### src/rtl/dac_sweep_tx_if.sv
// Host/DAC signal bundle for the sweep playback engine.
// master = host side (table writes, start/abort), slave = engine side.
interface dac_sweep_tx_if;
  logic        wr_en;
  logic [7:0]  wr_addr;
  logic [11:0] wr_data;
  logic        start;
  logic        abort;
  logic        busy;
  logic        done;
  logic        dac_sync_n;
  logic        dac_sclk;
  logic        dac_din;

  modport master (
    output wr_en, wr_addr, wr_data, start, abort,
    input  busy, done, dac_sync_n, dac_sclk, dac_din
  );

  modport slave (
    input  wr_en, wr_addr, wr_data, start, abort,
    output busy, done, dac_sync_n, dac_sclk, dac_din
  );
endinterface

### src/rtl/dac_sweep_tx.sv
// Plays a NUM_POINTS code table once per start into a 16-bit SPI DAC, one frame every
// SAMPLE_PERIOD clocks; start is dropped while busy, abort returns to idle on the next edge.
module dac_sweep_tx #(
  parameter int         NUM_POINTS    = 200,
  parameter int         CLK_DIV       = 2,
  parameter int         SAMPLE_PERIOD = 80,
  parameter logic [1:0] PD_MODE       = 2'b00
) (
  input logic           clk,
  input logic           rst_n,
  dac_sweep_tx_if.slave bus
);
  typedef enum logic [1:0] {IDLE, FETCH, SHIFT, GAP} state_t;

  localparam logic [7:0]  LAST_PT  = 8'(NUM_POINTS - 1);
  localparam logic [15:0] DIV_LAST = 16'(CLK_DIV - 1);
  localparam logic [15:0] GAP_LAST = 16'(SAMPLE_PERIOD - 3);
  localparam logic [5:0]  END_HALF = 6'd33;

  state_t      state, state_nxt;
  logic [11:0] mem [256];
  logic [11:0] rd_code;
  logic [15:0] frame_word, shreg, div_cnt, sp_cnt;
  logic [7:0]  point;
  logic [5:0]  half, half_nxt;
  logic        sync_n, sclk, din, busy, done;
  logic        loading, tick, frame_end, last_pt, gap_end;

  always_ff @(posedge clk) begin
    if (bus.wr_en && (32'(bus.wr_addr) < NUM_POINTS)) mem[bus.wr_addr] <= bus.wr_data;
    rd_code <= mem[point];
  end

  // SYNC_n is still high only on the first SHIFT cycle, which loads the frame.
  assign loading    = (state == SHIFT) && sync_n;
  assign tick       = (state == SHIFT) && !sync_n && (div_cnt == DIV_LAST);
  assign half_nxt   = half + 6'd1;
  assign frame_end  = tick && (half_nxt == END_HALF);
  assign last_pt    = (point == LAST_PT);
  assign gap_end    = (sp_cnt >= GAP_LAST);
  assign frame_word = {2'b00, PD_MODE, rd_code};

  always_ff @(posedge clk or negedge rst_n) begin
    if (!rst_n) state <= IDLE;
    else        state <= state_nxt;
  end

  always_comb begin
    state_nxt = state;
    if (bus.abort) begin
      state_nxt = IDLE;
    end else begin
      case (state)
        IDLE:    if (bus.start) state_nxt = FETCH;
        FETCH:   state_nxt = SHIFT;
        SHIFT:   if (frame_end) state_nxt = last_pt ? IDLE : GAP;
        GAP:     if (gap_end) state_nxt = FETCH;
        default: state_nxt = IDLE;
      endcase
    end
  end

  always_ff @(posedge clk or negedge rst_n) begin
    if (!rst_n) begin
      point   <= 8'd0;
      sync_n  <= 1'b1;
      sclk    <= 1'b1;
      din     <= 1'b0;
      busy    <= 1'b0;
      done    <= 1'b0;
      shreg   <= '0;
      div_cnt <= '0;
      half    <= '0;
      sp_cnt  <= '0;
    end else begin
      done   <= 1'b0;
      sp_cnt <= loading ? 16'd0 : sp_cnt + 16'd1;
      if (bus.abort) begin
        sync_n <= 1'b1;
        sclk   <= 1'b1;
        din    <= 1'b0;
        busy   <= 1'b0;
      end else begin
        case (state)
          IDLE: if (bus.start) begin
            busy  <= 1'b1;
            point <= 8'd0;
          end
          SHIFT: begin
            if (loading) begin
              shreg   <= frame_word;
              sync_n  <= 1'b0;
              din     <= frame_word[15];
              div_cnt <= '0;
              half    <= '0;
            end else if (tick) begin
              div_cnt <= '0;
              half    <= half_nxt;
              // Odd half-periods are falling edges; even ones rise and advance DIN.
              if (frame_end) begin
                sync_n <= 1'b1;
                din    <= 1'b0;
                if (last_pt) begin
                  done <= 1'b1;
                  busy <= 1'b0;
                end
              end else if (half_nxt[0]) begin
                sclk <= 1'b0;
              end else begin
                sclk <= 1'b1;
                if (half_nxt < 6'd31) begin
                  shreg <= {shreg[14:0], 1'b0};
                  din   <= shreg[14];
                end
              end
            end else begin
              div_cnt <= div_cnt + 16'd1;
            end
          end
          GAP: if (gap_end) point <= point + 8'd1;
          default: ;
        endcase
      end
    end
  end

  assign bus.busy       = busy;
  assign bus.done       = done;
  assign bus.dac_sync_n = sync_n;
  assign bus.dac_sclk   = sclk;
  assign bus.dac_din    = din;
endmodule
### src/flat_wrapper.sv
// flat-port wrapper written by rule: the top's interface ports become plain ports
module dac_sweep_tx_flat 
#(
  parameter int         NUM_POINTS    = 200,
  parameter int         CLK_DIV       = 2,
  parameter int         SAMPLE_PERIOD = 80,
  parameter logic [1:0] PD_MODE       = 2'b00
)
  (clk, rst_n, bus_wr_en, bus_wr_addr, bus_wr_data, bus_start, bus_abort, bus_busy, bus_done, bus_dac_sync_n, bus_dac_sclk, bus_dac_din);
  dac_sweep_tx_if bus_i ();
  input logic clk;
  input logic rst_n;
  input wire logic [$bits(bus_i.wr_en)-1:0] bus_wr_en;
  input wire logic [$bits(bus_i.wr_addr)-1:0] bus_wr_addr;
  input wire logic [$bits(bus_i.wr_data)-1:0] bus_wr_data;
  input wire logic [$bits(bus_i.start)-1:0] bus_start;
  input wire logic [$bits(bus_i.abort)-1:0] bus_abort;
  output wire logic [$bits(bus_i.busy)-1:0] bus_busy;
  output wire logic [$bits(bus_i.done)-1:0] bus_done;
  output wire logic [$bits(bus_i.dac_sync_n)-1:0] bus_dac_sync_n;
  output wire logic [$bits(bus_i.dac_sclk)-1:0] bus_dac_sclk;
  output wire logic [$bits(bus_i.dac_din)-1:0] bus_dac_din;
  assign bus_i.wr_en = bus_wr_en;
  assign bus_i.wr_addr = bus_wr_addr;
  assign bus_i.wr_data = bus_wr_data;
  assign bus_i.start = bus_start;
  assign bus_i.abort = bus_abort;
  assign bus_busy = bus_i.busy;
  assign bus_done = bus_i.done;
  assign bus_dac_sync_n = bus_i.dac_sync_n;
  assign bus_dac_sclk = bus_i.dac_sclk;
  assign bus_dac_din = bus_i.dac_din;
  dac_sweep_tx #(.NUM_POINTS(NUM_POINTS), .CLK_DIV(CLK_DIV), .SAMPLE_PERIOD(SAMPLE_PERIOD), .PD_MODE(PD_MODE)) u_core (.clk(clk), .rst_n(rst_n), .bus(bus_i));
endmodule
### config.mk
export PLATFORM = sky130hd
export DESIGN_NAME = dac_sweep_tx_flat
export DESIGN_NICKNAME = d
export VERILOG_FILES = /design/src/rtl/dac_sweep_tx_if.sv /design/src/rtl/dac_sweep_tx.sv /design/src/flat_wrapper.sv
export SDC_FILE = /design/constraint.sdc
export NUM_CORES = 2
export LEC_CHECK = 0
export ABC_AREA = 1
export BUFFER_PORTS_ARGS = -buffer_cell sky130_fd_sc_hd__clkbuf_2
export CORE_MARGIN = 2
export CORE_UTILIZATION = 45
export DETAILED_ROUTE_END_ITERATION = 8
export GPL_TIMING_DRIVEN = 1
export SLEW_MARGIN = 10
export SYNTH_ARGS = -nofsm -noshare
export SYNTH_HDL_FRONTEND = slang
export SYNTH_SLANG_ARGS = --single-unit
### constraint.sdc
create_clock -name clk -period 5.43 [get_ports clk]
set_input_delay 0.8145 -clock clk [delete_from_list [all_inputs] [get_ports clk]]
set_output_delay 0.8145 -clock clk [all_outputs]
set_load 0.01 [all_outputs]
# --- After elaboration in Yosys (flattened, before gate mapping) ---
# Memories as Yosys holds them, arrays and structs flattened. A register that Yosys moved wholly into a read port is not among the register bits.
# Index checks and enable logic that the tools add are counted.
totals:
  in_bits: 25
  regBits: 68
  mem_count: 1
  mem_bits_rw: 3072
  output_inout_bits: 5
  elab_cells: 116
mem_list:
  columns: ["memory", "words", "width", "read_ports", "rd_clocked_by_memory_dff", "wr", "line_no", "source"]
  rows:
  - ["u_core.mem", 256, 12, 1, 1, 1, "dac_sweep_tx.sv:21", "logic [11:0] mem [256];"]
op_classes:
  bitwise_logic: 1
  magnitude_cmp: 3
  reduce_logical: 25
  eq_ne: 19
  n_mux: 52
  add_sub_neg: 4
op_table:
  columns: ["operator", "count"]
  rows:
  - ["$mux W15", 5]
  - ["$mux W16", 3]
  - ["$add A16 B1 Y16 const B", 2]
  - ["$mux W1", 32]
  - ["$eq A16 B1 Y1 const B", 1]
  - ["$ge A16 B7 Y1 const B", 1]
  - ["$mux W8", 2]
  - ["$pmux W8 S2", 1]
  - ["$mux W6", 2]
  - ["$ne A3 B2 Y1 const B", 4]
  - ["$reduce_and A4 Y1", 3]
  - ["$reduce_and A6 Y1", 2]
  - ["$mux W2", 5]
  - ["$reduce_bool A2 Y1", 5]
  - ["$reduce_and A3 Y1", 3]
  - ["$reduce_bool A3 Y1", 3]
  - ["$add A8 B1 Y8 const B", 1]
  - ["$eq A8 B8 Y1 const B", 1]
  - ["$lt A8 B8 Y1 const B", 1]
  - ["$ne A2 B2 Y1 const B", 4]
  - ["$pmux W2 S4", 1]
  - ["$add A6 B1 Y6 const B", 1]
  - ["$eq A6 B6 Y1 const B", 1]
  - ["$lt A6 B5 Y1 const B", 1]
  - ["12 further kinds", 19]

# --- Longest topological paths before layout ---
logic_depth:
  depth_word: 9
  ltp_mapped: 17
  mapped_depth_nobuf: 13

# --- Worst setup path after synthesis ---
# Ideal clock, no wire load.
synth_timing:
  path_kind: "input to register"
  from: "input port bus_wr_addr[4]"
  to: "memory u_core.mem[102][0] (enable)"
  setup_ns: 0.380
  required_ns: 5.050
  path_slack_ns: 2.570
  arrival_ns: 2.479
  cell_stages: 7
  n_path_buf: 2
  cell_sequence: "nor2_1 nand2_1 a21boi_0 buf_2 nand2_1 clkbuf_1 nor2_1"
synth_via:
  elab_chain_len: 4
synth_rtl:
  columns: ["element", "line_no", "source"]
  rows:
  - ["start, declared", "flat_wrapper.sv:14", "input wire logic [$bits(bus_i.wr_addr)-1:0] bus_wr_addr;"]
  - ["$lt A8 B8 Y1", "dac_sweep_tx.sv:30", "if (bus.wr_en && (32'(bus.wr_addr) < NUM_POINTS)) mem[bus.wr_addr] <= bus.wr_data;"]
  - ["$logic_and A1 B1 Y1", "dac_sweep_tx.sv:30", null]
  - ["$mux W1", "dac_sweep_tx.sv:30", null]
  - ["$mux W1 (not written as such)", "dac_sweep_tx.sv:30", null]
  - ["end, declared", "dac_sweep_tx.sv:21", null]
# Parallel ways exist; a longest one is shown, timed or not.

==> run summary <==
outcome - complete, no violations
Via-to-Cell Ratio - 5.38
Die Wd - 542 um
Max Buffers Root-to-Sink - 4
row count - 197
CP Capture Point - u_core.rd_code[1]
CP Data Arrival Time - 5000 ps
num ports - 30
asr flop ratio synth - 2.16%
CTS Buf Count - 327
switching part of the total power - 22.4%
setup slack, reg-to-reg - 1250 ps
Period minus WS final - 4180 ps
clock net sink count - 3152
slew margin rel. - 11.7%
Tot GR Track Use - 24.4%
Routed Antenna Nets - 0
critical path type - flip-flop to flip-flop
CORE AREA - 288000 um^2
root buffer cell - clkbuf_16
Iter 0 DRT Violations - 10251
worst r2r src - u_core.point[0]
# Max-Cap Violations - 0
commonest cells in the netlist - 3680 x nand2_1, 3072 x edfxtp_1, 1992 x nand3_1, 920 x nor2_1, 561 x inv_1
worst skew pair latency - 890 ps
Total Neg Setup Slack - 0 ps
max-slew violation count - 0
die span in y - 542 um
Ys Warns - 0
Startpoint Class - flip-flop
global-route wire length before repair - 536 mm
number of port buffers - 29
drt drc - 0
FF+latch count, synth - 3152
Fin Clk Skew - 52.1 ps
Post-CTS Resized - 0
CP delay by family, top - simple AND/OR/NAND/NOR gates
CTS tree - built
Pwr Density - 355 nW/um^2
maximum VDD drop - 0.282 mV
Slew @ Worst Pin - 1320 ps
WP data required - 6250 ps
Final Hold Fails - 0
post-synth top area cell - edfxtp_1
synth top area cells - edfxtp_1 71%, nand2_1 11%, nand3_1 7.7%
Leak - 56.0 nW
Clk network pwr share - 41.2%
Starting Density - 45.2%
Seq pwr share - 52.6%
CP cell instances - inv_16 -> buf_12 -> buf_12 -> nand2_1 -> nand3_1 -> nand3_1 -> nand3_1 -> nand3_1 -> nand3_1 -> nand2_1 -> nand2_1 -> nand3_1 -> nand2_1
Critical Path Start - u_core.point[0]
Die ar. - 294000 um^2
Crit path depth - 13
R2R cell count - 13
Gate Count Post-Synth - 11636
worst stage delay on the critical path - 770 ps
gr ovfl total - 0
ys flop type - edfxtp_1
setup violators final - 0
wire length per cell - 22.4 um
initial antenna violation count - 17
most common cell in the netlist - nand2_1
Hold Buf Count CTS - 0
Crit Path Max Fanout - 179
Comb pwr share - 6.2%
Max H-tree Level - 5
slowest CP cell - dfrtp_4
area grow syn2layout - 13.3%
share of layout cells above drive strength 1 - 6.20%
R2R Path End - u_core.rd_code[1]
DP Cell Count - 15704
fmax - 239 MHz
Seq/Total Area, Yosys - 72.3%
mean area per synthesized cell - 11.2 um^2
Worst-path clk slew - 60 ps
Net Sw Power - 11.7 mW
EDFF count, synth - 3072
routed vias - 87648
RSZ-0062 raised after global routing - false
overall routed net length - 365 mm
Min-Delay Path Class - primary input to asynchronous set/reset pin
cell mode on critical path - nand3_1
DR pass1 iterations - 9
Power Internal - 40.6 mW
Post-DP HPWL - 208 mm
post-synthesis cell type count - 40
vias in the first global route - 83053
postcts setup bufs - 0
buffer and inverter count on the worst path - 3
CP endpoint kind - flip-flop
mapped cell area - 130000 um^2
gpl congestion - 0.920
share of Yosys cell area claimed by the top area cell type - 70.8%
period utilization - 77.0%
largest net degree at the start of global routing - 205
# nets final - 12290
filler-free cell count of the finished design - 16278
[state kept, by name, indices dropped and copies added, names as in the netlist, 2 cells and up]
signal	cells
u_core.point	8
u_core.state	2
u_core.shreg	15
u_core.div_cnt	16
u_core.rd_code	12
u_core.mem	3072
u_core.sp_cnt	16
u_core.half	6
[how the worst min path moves through the flow]
stage / slack [ps] / cells after the start / end / start
3_3_place_gp: 450 / 2 / u_core.shreg[0] / u_core.rd_code[0]
3_5_place_dp: 450 / 2 / u_core.shreg[0] / u_core.rd_code[0]
6_report: 150 / 2 / u_core.div_cnt[1] / rst_n
2_1_floorplan: 420 / 2 / u_core.shreg[0] / u_core.rd_code[0]
5_1_grt: 220 / 2 / u_core.div_cnt[1] / rst_n
4_1_cts: 160 / 2 / u_core.div_cnt[1] / rst_n
[layer usage]
metal	wire (um)	GRT usage, %	vias to the layer above
met1	151000	33.8	42797
met2	169000	38.6	3764
met3	30400	4.29	675
li1	-	-	40402
met4	14500	8.99	10
met5	67	0	-
[per-stage QoR]
stage | worst slack (ps) | hold WS, ps | utilization [%] | power (mW) | instance area [um^2]
floorplan | 2570 | 424 | - | 30.0 | 133000
global placement | 1360 | 446 | 47.8 | 31.2 | 137000
detailed placement | 1310 | 449 | 47.8 | 31.3 | 137000
CTS | 1290 | 160 | 51.3 | 52.7 | 148000
global route | 1140 | 221 | 51.3 | 54.0 | 148000
finish | 1250 | 146 | 51.3 | 52.4 | 148000
[kinds of logic after synthesis]
group                    share of synthesized area, %
adder cells (fa/ha/maj)                         0.125
multiplexers                                  0.00768
buffers and inverters                            4.12
other                                         0.00288
XOR/XNOR                                       0.0403
flip-flops                                       72.3
AND/OR/NAND/NOR                                  21.2
AO/OA/AOI/OAI                                    2.20
[cells in the final DEF, fill, tap and decap left out, drive strengths merged, types with 12 or more instances in the layout]
master,Yosys,routed
clkbuf,335,429
inv,564,571
o211ai,74,74
a21oi,70,70
o21ai,372,372
bufinv,0,22
nor3,25,25
dfxtp,12,12
nand3,1992,1992
conb,1,672
dfrtp,66,66
clkinv,9,132
nand4,16,16
ha,13,13
buf,371,300
nand2,3680,3680
nor2,920,920
edfxtp,3072,3072
[cell type report]
class / instances / area [um^2]
Fill cell: 25184 / 140000
Sequential cell: 3152 / 94200
Multi-Input combinational cell: 7876 / 33200
Clock buffer: 407 / 8790
Tap cell: 3781 / 4730
Timing Repair Buffer: 322 / 3100
Inverter: 573 / 2190
Clock inverter: 160 / 1340
Antenna cell: 7 / 17.5
[power groups by stage]
stage / logic (mW) / clock network [mW] / registers [mW]
final: 3.26 / 21.6 / 27.6
after global routing: 3.65 / 22.8 / 27.6
after global placement: 3.16 / 0 / 28.0
after floorplan: 1.97 / 0 / 28.0
after CTS: 3.24 / 21.9 / 27.6
after detailed placement: 3.22 / 0 / 28.1
Power figures use the tool's default switching activity.
